--- config.mk ---
export PLATFORM = sky130hd
export DESIGN_NAME = cpu_run_ctrl
export DESIGN_NICKNAME = d
export VERILOG_FILES = /design/src/rtl/cpu_run_pkg.sv /design/src/rtl/rise_detect.sv /design/src/rtl/cpu_run_ctrl.sv
export SDC_FILE = /design/constraint.sdc
export NUM_CORES = 1
export LEC_CHECK = 0
export ABC_AREA = 0
export BUFFER_PORTS_ARGS = -buffer_cell sky130_fd_sc_hd__clkbuf_2
export CORE_ASPECT_RATIO = 0.75
export CORE_MARGIN = 2
export CORE_UTILIZATION = 62
export DETAILED_ROUTE_END_ITERATION = 8
export GPL_TIMING_DRIVEN = 0
export HOLD_SLACK_MARGIN = 0.05
export PLACE_DENSITY = 0.95
export SYNTH_ARGS = -nofsm -noshare
export SYNTH_HDL_FRONTEND = slang
export SYNTH_SLANG_ARGS = --single-unit
export TNS_END_PERCENT = 20
--- constraint.sdc ---
create_clock -name clk -period 8.7 [get_ports clk]
set_input_delay 0.87 -clock clk [delete_from_list [all_inputs] [get_ports clk]]
set_output_delay 0.87 -clock clk [all_outputs]
set_load 0.01 [all_outputs]
--- src/rtl/cpu_run_pkg.sv ---
// Shared state encoding and run-mode constants for the CPU run controller.
package cpu_run_pkg;

  typedef enum logic [2:0] {
    ST_IDLE      = 3'd0,
    ST_RESET     = 3'd1,
    ST_RUN       = 3'd2,
    ST_STEP_WAIT = 3'd3,
    ST_DONE      = 3'd4
  } state_t;

  localparam logic [1:0] MODE_FREE = 2'b00;
  localparam logic [1:0] MODE_STEP = 2'b01;
  localparam logic [1:0] MODE_RUNN = 2'b10;

  // The reserved encoding 11 behaves exactly like free-run.
  function automatic logic [1:0] norm_mode(input logic [1:0] m);
    return (m == 2'b11) ? MODE_FREE : m;
  endfunction

endpackage

--- src/rtl/rise_detect.sv ---
// Rising-edge detector: one-cycle registered history, combinational pulse.
module rise_detect (
  input  logic clk,
  input  logic rst,
  input  logic sig,
  output logic pulse
);

  logic sig_reg;

  always_ff @(posedge clk) begin
    if (rst) sig_reg <= 1'b0;
    else     sig_reg <= sig;
  end

  assign pulse = sig & ~sig_reg;

endmodule

--- src/rtl/cpu_run_ctrl.sv ---
// CPU run controller: reset hold, free-run / single-step / run-N sessions,
// halt, abort and watchdog handling, with a saturating enabled-cycle counter.
module cpu_run_ctrl #(
  parameter int CYCLE_W    = 16,
  parameter int RST_CYCLES = 4,
  parameter int MAX_CYCLES = 100
) (
  input  logic               clk,
  input  logic               rst,
  input  logic               start,
  input  logic               abort,
  input  logic [1:0]         mode,
  input  logic [CYCLE_W-1:0] n_cycles,
  input  logic               step,
  input  logic               cpu_halt,
  output logic               cpu_rst,
  output logic               cpu_en,
  output logic               busy,
  output logic               done,
  output logic               timeout,
  output logic [CYCLE_W-1:0] cycle_cnt
);

  import cpu_run_pkg::*;

  localparam int               RST_W     = (RST_CYCLES > 1) ? $clog2(RST_CYCLES) : 1;
  localparam logic [RST_W-1:0] RST_LOAD  = RST_W'(RST_CYCLES - 1);
  localparam logic [CYCLE_W-1:0] CNT_SAT   = '1;
  localparam logic [CYCLE_W-1:0] CNT_LIMIT = CYCLE_W'(MAX_CYCLES);

  state_t             state_reg, state_next;
  logic [RST_W-1:0]   rst_cnt_reg, rst_cnt_next;
  logic [CYCLE_W-1:0] cnt_reg, cnt_next;
  logic [CYCLE_W-1:0] n_reg, n_next;
  logic [1:0]         mode_reg, mode_next;
  logic               timeout_reg, timeout_next;
  logic               step_pulse;
  logic [CYCLE_W-1:0] cnt_inc;
  logic               hit_max, hit_n;

  rise_detect u_step_edge (
    .clk   (clk),
    .rst   (rst),
    .sig   (step),
    .pulse (step_pulse)
  );

  // Value the counter takes if this cycle is an enabled one.
  assign cnt_inc = (cnt_reg == CNT_SAT) ? cnt_reg : cnt_reg + 1'b1;
  assign hit_max = (cnt_inc >= CNT_LIMIT);
  assign hit_n   = (cnt_inc >= n_reg);

  always_comb begin
    state_next   = state_reg;
    rst_cnt_next = rst_cnt_reg;
    cnt_next     = cnt_reg;
    n_next       = n_reg;
    mode_next    = mode_reg;
    timeout_next = timeout_reg;
    case (state_reg)
      ST_IDLE, ST_DONE: begin
        if (start) begin
          mode_next    = norm_mode(mode);
          n_next       = n_cycles;
          cnt_next     = '0;
          timeout_next = 1'b0;
          rst_cnt_next = RST_LOAD;
          state_next   = ST_RESET;
        end
      end
      ST_RESET: begin
        if (abort) begin
          state_next = ST_DONE;
        end else if (rst_cnt_reg == '0) begin
          if (mode_reg == MODE_STEP)                    state_next = ST_STEP_WAIT;
          else if (mode_reg == MODE_RUNN && n_reg == '0) state_next = ST_DONE;
          else                                          state_next = ST_RUN;
        end else begin
          rst_cnt_next = rst_cnt_reg - 1'b1;
        end
      end
      ST_RUN: begin
        // The enabled cycle always counts, whatever ends the session.
        cnt_next = cnt_inc;
        if (abort || cpu_halt) begin
          state_next = ST_DONE;
        end else begin
          case (mode_reg)
            MODE_RUNN: if (hit_n) state_next = ST_DONE;
            MODE_STEP: begin
              if (hit_max) begin
                state_next   = ST_DONE;
                timeout_next = 1'b1;
              end else begin
                state_next = ST_STEP_WAIT;
              end
            end
            default: begin
              if (hit_max) begin
                state_next   = ST_DONE;
                timeout_next = 1'b1;
              end
            end
          endcase
        end
      end
      ST_STEP_WAIT: begin
        if (abort)           state_next = ST_DONE;
        else if (step_pulse) state_next = ST_RUN;
      end
      default: state_next = ST_IDLE;
    endcase
  end

  always_ff @(posedge clk) begin
    if (rst) begin
      state_reg   <= ST_IDLE;
      rst_cnt_reg <= '0;
      cnt_reg     <= '0;
      n_reg       <= '0;
      mode_reg    <= MODE_FREE;
      timeout_reg <= 1'b0;
    end else begin
      state_reg   <= state_next;
      rst_cnt_reg <= rst_cnt_next;
      cnt_reg     <= cnt_next;
      n_reg       <= n_next;
      mode_reg    <= mode_next;
      timeout_reg <= timeout_next;
    end
  end

  assign cpu_rst   = (state_reg == ST_IDLE) || (state_reg == ST_RESET);
  assign cpu_en    = (state_reg == ST_RUN);
  assign busy      = (state_reg == ST_RESET) || (state_reg == ST_RUN) ||
                     (state_reg == ST_STEP_WAIT);
  assign done      = (state_reg == ST_DONE);
  assign timeout   = timeout_reg;
  assign cycle_cnt = cnt_reg;

endmodule
==> flow_summary.ini <==
[run_status]
status = completed

[critical_path]
cp_slowest_cell = clkbuf_1
startpoint = cycle_cnt[0]
start_kind = flip-flop
critical_path.max_fanout = 10
path_cells = ha_1, and4_1, buf_2, nand4_1, clkbuf_1, nand4_1, xnor2_1, ha_1, a2111oi_0, o21ai_0, a211o_1, and2_1, and2_4, a311oi_1
r2r_setup_slack_ns = 4.77
endpoint_kind = flip-flop
critical_path_arrival_ns = 4.15
critPathKind = flip-flop to flip-flop
r2r-start = cycle_cnt[0]
required_ns = 8.92
cpPeakStageDelay_ns = 0.43

[cts]
cts_buffers = 5
ctsHoldBuffers = 0
cts_tree = built
htreeDepth = 2
clkLatencyLatePin_ns = 0.31
cts_resized = 0
clkSlewWorstSetupHoldPaths_ns = 0.09
postCtsSetupBuffers = 0
cts_root_buffer = clkbuf_8
cts_buffer_depth = 2
cts_sinks = 41

[global_routing]
grt_antenna_before_repair = 0
grt.met2_usage_pct = 46.98
grt_pass1_vias = 2644
grt_pass1_wl_mm = 12.41
grt_most_used_layer = met2
grt_remaining_overflow = 0
grt_max_degree = 15
grt_usage_pct = 30.84
use_met3_pct = 5.491
gr-usage-met1_pct = 44.19

[detailed_routing]
dr.pass1.iters = 5
vias = 2898
routed_wl_mm = 7.385
via_per_inst = 6.075
drcViolationCount = 0
ant_nets = 0
first_iter_violations = 307
routedWlPerCell_um = 15.48

[synth]
muxShareOfSynthArea_pct = 0.3501
synth-xor-area-share_pct = 4.289
synth_edf_count = 0
yosys_warnings = 0
synth_top_family_by_area = simple AND/OR/NAND/NOR gates
synth_flop_cell = dfxtp_1
ys_ff_latch = 41
synthCells = 368
synth-simple-area-share_pct = 29.50
syn_nets = 412
mappedNetlistArea_um2 = 2859
ys_types = 62
yosysSeqAreaShare_pct = 28.71
postSynth.asyncResetShare_pct = 0
synthAdderAreaFrac_pct = 8.753
synth_area_per_cell_um2 = 7.769
synth-compound-area-share_pct = 19.91

[placement]
portBuffers = 44
gp_congestion = 0.9144
hpwl_mm = 5.574

[sta]
rsz0062_at_grt = false
timing.fmax_ghz = 0.2545
setup_tns_ns = 0
period_share_pct = 45.16
relSlewSlack_pct = 62.56
drv_slew = 0
hold_ws_ns = 0.4701
finalHoldViolCount = 0
period_minus_slack_ns = 3.929
worstMarginPinSlew_ns = 0.5616
setup_violations = 0
fin_worst_skew_ns = 0.01169

[worst_hold_path]
hold_start = n_reg[7]
hp-class = flip-flop to flip-flop

[power_and_ir_drop]
power.density_nw_per_um2 = 164.0
peakVddDrop_v = 0.0001275
power_uw = 531.5
power_leakage_uw = 0.001429

[finish]
layout_common_cells = 52 x nand2_1, 44 x clkbuf_2, 41 x dfxtp_1
fillCellCount = 337
final_common_cell = nand2_1
syn_to_final_growth_pct = 13.35
multiInputGateArea_um2 = 1795
final_net_count = 463
diodes = 0
drive_above_1_share_pct = 19.52
regArea_um2 = 820.8

[run]
maxCapViolations = 0

[floorplanning]
dieArea_um2 = 5176
fp.dieH_um = 62.81
start_util_pct = 64.38
ios = 45
core_area_um2 = 4441
fp.dieW_um = 82.41
num_rows = 21
==> synth_stat cells (all sizes together) (10+ instances only) <==
master | count | share of area [%]
o21ai | 10 | 1.8
dfxtp | 41 | 29
a21oi | 36 | 6.3
nand2 | 52 | 6.8
nand4 | 10 | 3.5
nor2 | 28 | 3.7
buf | 12 | 3.5
nor3 | 15 | 2.6
xnor2 | 10 | 3.1
a22oi | 10 | 2.6
inv | 26 | 3.4
ha | 20 | 8.8
clkbuf | 10 | 1.3
==> per-layer routing <==
layer / share of wire (%) / routed length, µm
met4: 1.4 / 104
met3: 8.0 / 593
met1: 45 / 3338
met5: 0 / 0
met2: 45 / 3349
==> path summary, 6_finish.rpt <==
kind,endpoint,cells past startpoint
min reg2reg,n_reg[7],2
min,n_reg[7],2
max reg2reg,state_reg[2],14
max,state_reg[2],14
==> final cells by class <==
type	instances	share of cell area [%]
multi-input combinational	278	55.41
sequential	41	25.33
timing repair buffer	44	6.795
buffer	23	4.479
inverter	26	3.012
tap	57	2.201
clock buffer	5	2.124
clock inverter	3	0.6564
==> kinds of logic after synthesis <==
group | Yosys count
AO/OA/AOI/OAI | 87
multiplexers | 1
flip-flops | 41
buffers and inverters | 49
adder cells (fa/ha/maj) | 20
AND/OR/NAND/NOR | 156
XOR/XNOR | 14
==> worst max-delay path, delay by kind of cell, from the launching register on <==
| family | cells | cell delay [ns] |
|---|---|---|
| and+or+nand+nor | 5 | 0.91 |
| AOI/OAI and AO/OA | 4 | 1.03 |
| xor gates and xnor gates | 1 | 0.27 |
| DFF | 1 | 0.41 |
| adders and majority gates | 2 | 0.62 |
| buffers and inverters | 2 | 0.59 |
==> metrics by stage <==
stage / worst slack [ns] / instance area [µm²] / std cells / util [%]
finish: 4.771 / 3241 / 477 / 72.98
detailed placement: 4.831 / 3151 / 469 / 70.95
global placement: 4.973 / 3151 / 469 / 70.95
floorplan: 5.347 / 2859 / 368 / -
CTS: 4.832 / 3241 / 477 / 72.98
global route: 4.474 / 3241 / 477 / 72.98
==> report_power, final <==
part | switching [µW] | internal, µW | leakage [µW]
logic | 103 | 66.1 | 0.00105
clock network | 76.4 | 57.1 | 0.0000445
registers | 21.8 | 207 | 0.000334
Power figures use the tool's default switching activity.
